`src/rtl/noc_router.sv`:
```
// One node of a 4-node bidirectional ring: three FWFT input FIFOs, XY-free ring routing, per-output round-robin.
// Latency: one registered hop (write at edge k, flit on dataOut* after edge k+1).
// Backpressure: an output is not granted while its downstream read_Full*/read_almostFull* is high.
module noc_router_fifo #(
    parameter int WIDTH = 16,
    parameter int DEPTH = 32
) (
    input  logic             clk,
    input  logic             reset,
    input  logic             push_vld_i,
    input  logic [WIDTH-1:0] push_dat_i,
    input  logic             pop_i,
    output logic [WIDTH-1:0] head_dat_o,
    output logic             empty_o,
    output logic             full_o,
    output logic             almost_full_o
);
    localparam int PTR_W = $clog2(DEPTH);
    localparam int CNT_W = PTR_W + 1;
    localparam logic [CNT_W-1:0] FULL_CNT  = CNT_W'(DEPTH);
    localparam logic [CNT_W-1:0] AFULL_CNT = CNT_W'(DEPTH - 1);

    logic [WIDTH-1:0] mem_q [DEPTH];
    logic [PTR_W-1:0] wr_ptr_q, wr_ptr_d, rd_ptr_q, rd_ptr_d;
    logic [CNT_W-1:0] cnt_q, cnt_d;
    logic             push_ok, pop_ok;

    assign full_o        = (cnt_q == FULL_CNT);
    assign almost_full_o = (cnt_q >= AFULL_CNT);
    assign empty_o       = (cnt_q == '0);
    assign push_ok       = push_vld_i && !full_o;
    assign pop_ok        = pop_i && !empty_o;
    assign head_dat_o    = mem_q[rd_ptr_q];

    // Pointers wrap naturally at DEPTH; full/empty come from the count.
    always_comb begin
        wr_ptr_d = wr_ptr_q + PTR_W'(push_ok);
        rd_ptr_d = rd_ptr_q + PTR_W'(pop_ok);
        cnt_d    = cnt_q;
        case ({push_ok, pop_ok})
            2'b10:   cnt_d = cnt_q + CNT_W'(1);
            2'b01:   cnt_d = cnt_q - CNT_W'(1);
            default: cnt_d = cnt_q;
        endcase
    end

    always_ff @(posedge clk) begin
        if (push_ok) begin
            mem_q[wr_ptr_q] <= push_dat_i;
        end
    end

    always_ff @(posedge clk) begin
        if (reset) begin
            wr_ptr_q <= '0;
            rd_ptr_q <= '0;
            cnt_q    <= '0;
        end else begin
            wr_ptr_q <= wr_ptr_d;
            rd_ptr_q <= rd_ptr_d;
            cnt_q    <= cnt_d;
        end
    end
endmodule

module noc_router #(
    parameter int WIDTH = 16,
    parameter int DEPTH = 32,
    parameter int ID    = 0
) (
    input  logic             clk,
    input  logic             reset,
    input  logic             writeE,
    input  logic             writeW,
    input  logic             writeL,
    input  logic             read_FullE,
    input  logic             read_FullW,
    input  logic             read_FullL,
    input  logic             read_almostFullE,
    input  logic             read_almostFullW,
    input  logic             read_almostFullL,
    input  logic [WIDTH-1:0] dataInE,
    input  logic [WIDTH-1:0] dataInW,
    input  logic [WIDTH-1:0] dataInL,
    output logic [WIDTH-1:0] dataOutE,
    output logic [WIDTH-1:0] dataOutW,
    output logic [WIDTH-1:0] dataOutL,
    output logic             writeOutE,
    output logic             writeOutW,
    output logic             writeOutL,
    output logic             fullE,
    output logic             fullW,
    output logic             fullL,
    output logic             almost_fullE,
    output logic             almost_fullW,
    output logic             almost_fullL
);
    localparam logic [1:0] MY_ID  = 2'(ID);
    localparam logic [1:0] PORT_E = 2'd0;
    localparam logic [1:0] PORT_W = 2'd1;
    localparam logic [1:0] PORT_L = 2'd2;

    logic [2:0]       push_vld, pop, empty, full, afull, elig;
    logic [WIDTH-1:0] push_dat [3];
    logic [WIDTH-1:0] head_dat [3];
    logic [1:0]       dst_port [3];
    logic [2:0]       req      [3];
    logic [2:0]       gnt      [3];
    logic [1:0]       rr_q     [3];
    logic [1:0]       rr_d     [3];
    logic [WIDTH-1:0] out_dat_q [3];
    logic [WIDTH-1:0] out_dat_d [3];
    logic [2:0]       out_vld_q, out_vld_d;

    function automatic logic [1:0] route_port(input logic [1:0] dest);
        logic [1:0] d;
        d = dest - MY_ID;
        case (d)
            2'd0:    route_port = PORT_L;
            2'd3:    route_port = PORT_W;
            default: route_port = PORT_E;
        endcase
    endfunction

    function automatic logic [2:0] rr_pick(input logic [2:0] r, input logic [1:0] ptr);
        logic [2:0] g;
        g = '0;
        case (ptr)
            PORT_W: begin
                if (r[1]) g = 3'b010; else if (r[2]) g = 3'b100; else if (r[0]) g = 3'b001;
            end
            PORT_L: begin
                if (r[2]) g = 3'b100; else if (r[0]) g = 3'b001; else if (r[1]) g = 3'b010;
            end
            default: begin
                if (r[0]) g = 3'b001; else if (r[1]) g = 3'b010; else if (r[2]) g = 3'b100;
            end
        endcase
        rr_pick = g;
    endfunction

    assign push_vld    = {writeL, writeW, writeE};
    assign push_dat[0] = dataInE;
    assign push_dat[1] = dataInW;
    assign push_dat[2] = dataInL;
    assign elig        = ~({read_FullL, read_FullW, read_FullE} |
                           {read_almostFullL, read_almostFullW, read_almostFullE});

    for (genvar i = 0; i < 3; i++) begin : g_in
        noc_router_fifo #(.WIDTH(WIDTH), .DEPTH(DEPTH)) u_fifo (
            .clk           (clk),
            .reset         (reset),
            .push_vld_i    (push_vld[i]),
            .push_dat_i    (push_dat[i]),
            .pop_i         (pop[i]),
            .head_dat_o    (head_dat[i]),
            .empty_o       (empty[i]),
            .full_o        (full[i]),
            .almost_full_o (afull[i])
        );
        assign dst_port[i] = route_port(head_dat[i][WIDTH-1 -: 2]);
    end

    // Each input requests exactly one output, so grants never pop a FIFO twice.
    always_comb begin
        for (int o = 0; o < 3; o++) begin
            for (int i = 0; i < 3; i++) begin
                req[o][i] = !empty[i] && (dst_port[i] == 2'(o));
            end
            gnt[o]       = elig[o] ? rr_pick(req[o], rr_q[o]) : 3'b000;
            rr_d[o]      = gnt[o][0] ? PORT_W : gnt[o][1] ? PORT_L : gnt[o][2] ? PORT_E : rr_q[o];
            out_vld_d[o] = |gnt[o];
            out_dat_d[o] = out_dat_q[o];
            for (int i = 0; i < 3; i++) begin
                if (gnt[o][i]) out_dat_d[o] = head_dat[i];
            end
        end
        pop = gnt[0] | gnt[1] | gnt[2];
    end

    always_ff @(posedge clk) begin
        if (reset) begin
            out_vld_q <= '0;
            for (int o = 0; o < 3; o++) begin
                rr_q[o]      <= PORT_E;
                out_dat_q[o] <= '0;
            end
        end else begin
            out_vld_q <= out_vld_d;
            for (int o = 0; o < 3; o++) begin
                rr_q[o]      <= rr_d[o];
                out_dat_q[o] <= out_dat_d[o];
            end
        end
    end

    assign dataOutE     = out_dat_q[0];
    assign dataOutW     = out_dat_q[1];
    assign dataOutL     = out_dat_q[2];
    assign writeOutE    = out_vld_q[0];
    assign writeOutW    = out_vld_q[1];
    assign writeOutL    = out_vld_q[2];
    assign fullE        = full[0];
    assign fullW        = full[1];
    assign fullL        = full[2];
    assign almost_fullE = afull[0];
    assign almost_fullW = afull[1];
    assign almost_fullL = afull[2];
endmodule

```
`config.mk`:
```
export PLATFORM = sky130hd
export DESIGN_NAME = noc_router
export DESIGN_NICKNAME = d
export VERILOG_FILES = /design/src/rtl/noc_router.sv
export SDC_FILE = /design/constraint.sdc
export NUM_CORES = 2
export LEC_CHECK = 0
export CAP_MARGIN = 15
export CORE_UTILIZATION = 30
export DETAILED_ROUTE_END_ITERATION = 8
export SLEW_MARGIN = 25
export SYNTH_ARGS = -nofsm -noshare
export SYNTH_HDL_FRONTEND = slang
export SYNTH_SLANG_ARGS = --single-unit
```
`constraint.sdc`:
```
create_clock -name clk -period 7.4 [get_ports clk]
set_clock_uncertainty 0.15 [all_clocks]
set_input_delay 1.48 -clock clk [delete_from_list [all_inputs] [get_ports clk]]
set_output_delay 1.48 -clock clk [all_outputs]
set_load 0.02 [all_outputs]
```
======== Yosys cells after proc, flatten, opt, wreduce, memory -nomap -nowiden ========
Memory sizes are Yosys's and may differ from the RTL's. A register that Yosys moved wholly into a read port is not among the register bits.
Cells that the tools add are included.
operators by class
  $add $sub $neg .......................... 12
  order comparisons ....................... 3
  equal/unequal tests ..................... 24
  multiplexer cells ....................... 75
  bitwise gates (word level) .............. 10
  reduce and logical (&&, ||, !) cells .... 36
operators with widths
  operator                                              number
  2-to-1 mux 16 bit                                     12
  2-to-1 mux 3 bit                                      21
  2-to-1 mux 2 bit                                      18
  case mux 6 bit (2 select lines)                       3
  adder 5 x 1 -> 5 bit                                  6
  equality test 2 bit (second input constant)           12
  adder 6 x 1 -> 6 bit (second input constant)          3
  equality test 2 x 1 -> 1 bit (second input constant)  9
  equality test 6 bit (second input constant)           3
  >= comparator 6 x 5 -> 1 bit (second input constant)  3
  logical NOT 6 bit                                     3
  case mux 3 bit (2 select lines)                       3
  subtractor 6 x 1 -> 6 bit (second input constant)     3
  logical AND 1 bit                                     15
  2-to-1 mux 5 bit                                      3
  logical NOT 2 bit                                     6
  2-to-1 mux 1 bit                                      12
  case mux 2 bit (2 select lines)                       3
  OR 3 bit                                              3
  OR reduction 3 bit                                    3
  logical NOT 1 bit                                     6
  OR 1 bit                                              6
  nonzero test 2 bit                                    3
  NOT 3 bit                                             1
word-level totals
  flip-flop bits (word level) ............. 51
  RAM bits ................................ 1,590
  memories ................................ 5
memory list
  name                  words  bits a word  read ports  clocked after Yosys merged registers in  write ports  RTL line  text
  g_in[0].u_fifo.mem_q  32     16           1           1                                        1            23        logic [WIDTH-1:0] mem_q [DEPTH];
  g_in[1].u_fifo.mem_q  32     16           1           1                                        1            23
  g_in[2].u_fifo.mem_q  32     16           1           1                                        1            23
  out_dat_q             3      16           3           0                                        3            111       logic [WIDTH-1:0] out_dat_q [3];
  rr_q                  3      2            3           0                                        3            109       logic [1:0] rr_q [3];

======== Longest topological paths before layout ========
  depth in word-level cells ............... 14
  depth in mapped cells ................... 26
  mapped depth without buffers ............ 20

======== Hierarchy ========
A second synthesis with hierarchy kept.
second synthesis, totals
  cell total of the unflattened synthesis .. 3,623
  area, all modules ....................... 65,502.8 um^2
modules (own cells, without submodules)
  module                             instances  cells an instance  area an instance (um^2)
  noc_router_fifo at g_in[1].u_fifo  1          1,065              20,591.0
  noc_router_fifo at g_in[0].u_fifo  1          1,066              20,589.7
  noc_router_fifo at g_in[2].u_fifo  1          1,067              20,588.5
  noc_router                         1          425                3,733.6

======== Worst setup path before layout ========
OpenSTA, ideal clock, no wires.
  path type ............................... register to register
  start point ............................. register g_in[2].u_fifo.rd_ptr_q[0] (netlist name)
  end point ............................... register g_in[1].u_fifo.cnt_q[4]
  setup time .............................. 132 ps
  arrival time ............................ 5,048 ps
  required time ........................... 7,118 ps
  slack ................................... 2,070 ps
  stages on the path, launching flop included .. 23
  buffers on the path ..................... 6
  cells stage by stage .................... dfxtp_1 -> buf_2 -> buf_6 -> buf_4 -> mux4_2 -> mux4_2 -> o21ai_1 -> ha_1 -> o21ai_2 -> a211oi_1 -> nor3_2 -> buf_2 -> buf_1 -> or3_1 -> ha_1 -> clkbuf_1 -> xor2_1 -> ha_1 -> a21oi_1 -> o22ai_1 -> a222oi_1 -> or3_1 -> a21oi_1
RTL lines
  item                    RTL line  text
  end signal: assignment  61        cnt_q <= cnt_d;
  end: declaration        25        logic [CNT_W-1:0] cnt_q, cnt_d;

==> flow_summary.json <==
{
  "crit_arrival_ns": 6.62,
  "ir_drop_uv": 217.9,
  "outcome": "finished, final reports clean",
  "synth.top_cells.by_area": "edfxtp_1 (71%), mux4_2 (15%), dfxtp_1 (3.3%)",
  "wl_per_cell_um": 24.69,
  "end_kind": "flop",
  "holdCritPathClass": "reg -> reg",
  "dp_hpwl_um": 96960,
  "maxCapViolCount": 0,
  "synth_top_family_by_area": "multiplexers",
  "tns_ns": 0,
  "syn_area_per_cell_um2": 20.68,
  "synth_largest_area_cell": "edfxtp_1",
  "final_nets": 3480,
  "rsz0062_at_grt": "false",
  "leakagePower_nw": 22.68,
  "worstSetupStartpointType": "flop",
  "grt_antenna_before_repair": 12,
  "final_hold_viol_count": 0,
  "drc_errors": 0,
  "grt_pass1_vias": 31590,
  "synth_top_area_share": 0.7137,
  "slew-limit-headroom": 0.2906,
  "drive_gt1_frac": 0.2675,
  "synthDistinctLibCells": 76,
  "drt-total-wl_um": 157200,
  "clk_pin_slew_worst_paths_ns": 0.06,
  "portBuffers": 115,
  "die_x_um": 466.1,
  "p_per_area_nw_per_um2": 299.7,
  "placed_area_um2": 69560,
  "synth_seq_cells": 1641,
  "gp_congestion": 0.8248,
  "area_growth_pct": 15.76,
  "yosysSeqAreaShare": 0.7463,
  "numCtsBuffers": 171,
  "ios": 116,
  "slowest_stage": "dfxtp_4",
  "dieArea_um2": 217300,
  "postSynthNetCount": 3219,
  "path_max_fanout": 39,
  "muxShareOfSynthArea": 0.1716,
  "m1WireLength_um": 64360,
  "post_cts_resized": 0,
  "synth_xor_area_frac": 0.004201,
  "clock.fmax_mhz": 165.0,
  "crit_chain": "mux4_2 -> mux4_2 -> o21ai_1 -> inv_1 -> ha_1 -> inv_1 -> a211oi_1 -> a21boi_1 -> nand4_1 -> nand3_2 -> ha_1 -> xor2_1 -> ha_1 -> or2_2 -> a21oi_1 -> a31oi_1 -> and4bb_2 -> o31a_1 -> nor3_1",
  "synth_compound_area_frac": 0.02755,
  "grt_usage": 0.1437,
  "root_buffer": "clkbuf_16",
  "post_cts.repair.setup_buffers": 0,
  "firstDrtPassIters": 7,
  "cts.sinks": 1641,
  "min_period_ns": 6.059,
  "finalPower_mw": 22.42,
  "cts_tree": "yes",
  "first_iter_violations": 2651,
  "wl_met3_um": 7550,
  "yosys_most_used_dff": "edfxtp_1",
  "cts_max_path_buffers": 3,
  "hold_buffers": 0,
  "viasPerCell": 4.893,
  "grt.overflow.total": 0,
  "yosys_warnings": 0,
  "htree_levels": 4,
  "ant_nets": 0,
  "post-route-period-util": 0.8188,
  "crit_required_ns": 7.96,
  "vias": 31150,
  "synthAdderAreaFrac": 0.006893,
  "dr.max_layer_used": "met5",
  "fin_util": 0.3489,
  "core_um2": 214400,
  "dr_wl_met2_um": 78600,
  "netlist_area_um2": 64620,
  "synth_edf_count": 1536,
  "postSynthCellCount": 3125,
  "worst_pin_slew_ns": 1.056,
  "initial_core_util": 0.3014,
  "slew_viol_final": 0,
  "rows": 170,
  "synthArstFlopShare": 0,
  "fin_area_um2": 74810,
  "synth-simple-area-share": 0.02776,
  "fp.dieH_um": 466.1,
  "insertion_delay_ns": 0.82,
  "path_class": "reg -> reg",
  "crit_top_cell": "ha_1",
  "grt_pass1_wl_um": 227200,
  "critical-path-max-stage-delay_ns": 0.84,
  "grt_max_degree": 84,
  "setup_viol": 0
}
## area by class of cell
type	instances	area, um2
fill	19900	139600
tap	2838	3551
inverter	29	108.9
clock buffer	223	4537
timing repair buffer	260	2057
clock inverter	86	814.5
multi-input combinational	1283	15470
antenna	5	12.51
sequential	1641	48260
## cells in the mapped netlist, drive strengths merged (3+ instances only)
master	count
and3	3
o21ai	94
xnor2	11
a2111oi	15
nand2b	5
edfxtp	1536
or3b	5
a22oi	63
and2	5
nor2b	18
buf	111
nor2	224
nand3b	10
nor4	6
and4	4
o21a	3
nand3	27
xor2	20
dfxtp	105
inv	29
o211ai	3
nor3	7
a21oi	66
a211oi	3
mux2	29
nand2	33
or3	12
clkbuf	61
mux2i	103
o22ai	4
a21boi	4
mux4	432
nand4	4
or2	3
or4	3
ha	34
a31oi	3
## kinds of logic after synthesis
| family | after synthesis |
|---|---|
| flops | 1641 |
| simple gates | 375 |
| mux | 564 |
| compound gates | 278 |
| buf+inv | 201 |
| fa+ha+maj | 35 |
| xor+xnor | 31 |
## stage by stage
stage	setup WS, ns	std cells	hold WS, ns
global route	0.8667	6363	0.3397
finish	1.341	6365	0.3101
global placement	1.412	6049	0.2956
CTS	1.312	6358	0.3178
floorplan	2.070	3125	0.3036
detailed placement	1.295	6049	0.3093
## power by group
part	switching [mW]	total (mW)	leakage, nW	internal, mW
logic	1.89	3.53	5.39	1.64
registers	0.320	10.7	14.7	10.3
clock network	3.56	8.22	2.60	4.66
total	5.78	22.4	22.7	16.6
## per-layer routing
metal  global-route usage  up-vias
li1                     -    13460
met1               0.1835    16610
met2               0.2422      824
met3              0.02278      239
met4              0.06131       10
met5                    0        -
## worst paths after layout
kind | endpoint | cells after the start | slack [ns] | startpoint
setup reg to reg | g_in[2].u_fifo.cnt_q[4]$_SDFFE_PP0P_ | 19 | 1.34 | g_in[1].u_fifo.rd_ptr_q[0]$_SDFF_PP0_
setup / recovery | g_in[2].u_fifo.cnt_q[4]$_SDFFE_PP0P_ | 19 | 1.34 | g_in[1].u_fifo.rd_ptr_q[0]$_SDFF_PP0_
hold / removal | out_dat_q[0][46]$_SDFFE_PP0P_ | 2 | 0.31 | out_dat_q[0][46]$_SDFFE_PP0P_
hold reg to reg | out_dat_q[0][46]$_SDFFE_PP0P_ | 2 | 0.31 | out_dat_q[0][46]$_SDFFE_PP0P_
## critical path: cells and delay by family (launching register included)
family | cells | cell delay [ns]
compound gates | 6 | 1.31
flops | 1 | 0.84
fa+ha+maj | 3 | 0.88
simple gates | 5 | 1.30
buf+inv | 2 | 0.23
xor+xnor | 1 | 0.22
mux | 2 | 1.09
## cell usage in the layout (no fill, tap or decap), types with 18 or more instances in the layout
| cell type | instances |
|---|---|
| nand2_1 | 31 |
| nor2_1 | 187 |
| clkinv_1 | 40 |
| a22oi_1 | 63 |
| clkbuf_16 | 173 |
| buf_4 | 145 |
| mux2_2 | 28 |
| nand3_1 | 26 |
| nor2b_1 | 18 |
| mux2i_1 | 103 |
| inv_1 | 29 |
| dfxtp_1 | 96 |
| a21oi_1 | 66 |
| buf_2 | 40 |
| ha_1 | 34 |
| edfxtp_1 | 1536 |
| o21ai_0 | 74 |
| mux4_2 | 432 |
| clkdlybuf4s50_1 | 74 |
| o21ai_1 | 18 |
| nor2_2 | 37 |
| xor2_1 | 20 |
| clkinv_2 | 20 |
| clkbuf_1 | 48 |
## state kept, by name (all words and copies together) (netlist names)
register	flops
g_in.u_fifo.mem_q	1536
rr_q	6
out_vld_q	3
out_dat_q	48
g_in.u_fifo.rd_ptr_q	15
g_in.u_fifo.cnt_q	18
g_in.u_fifo.wr_ptr_q	15
Power figures use the tool's default switching activity.
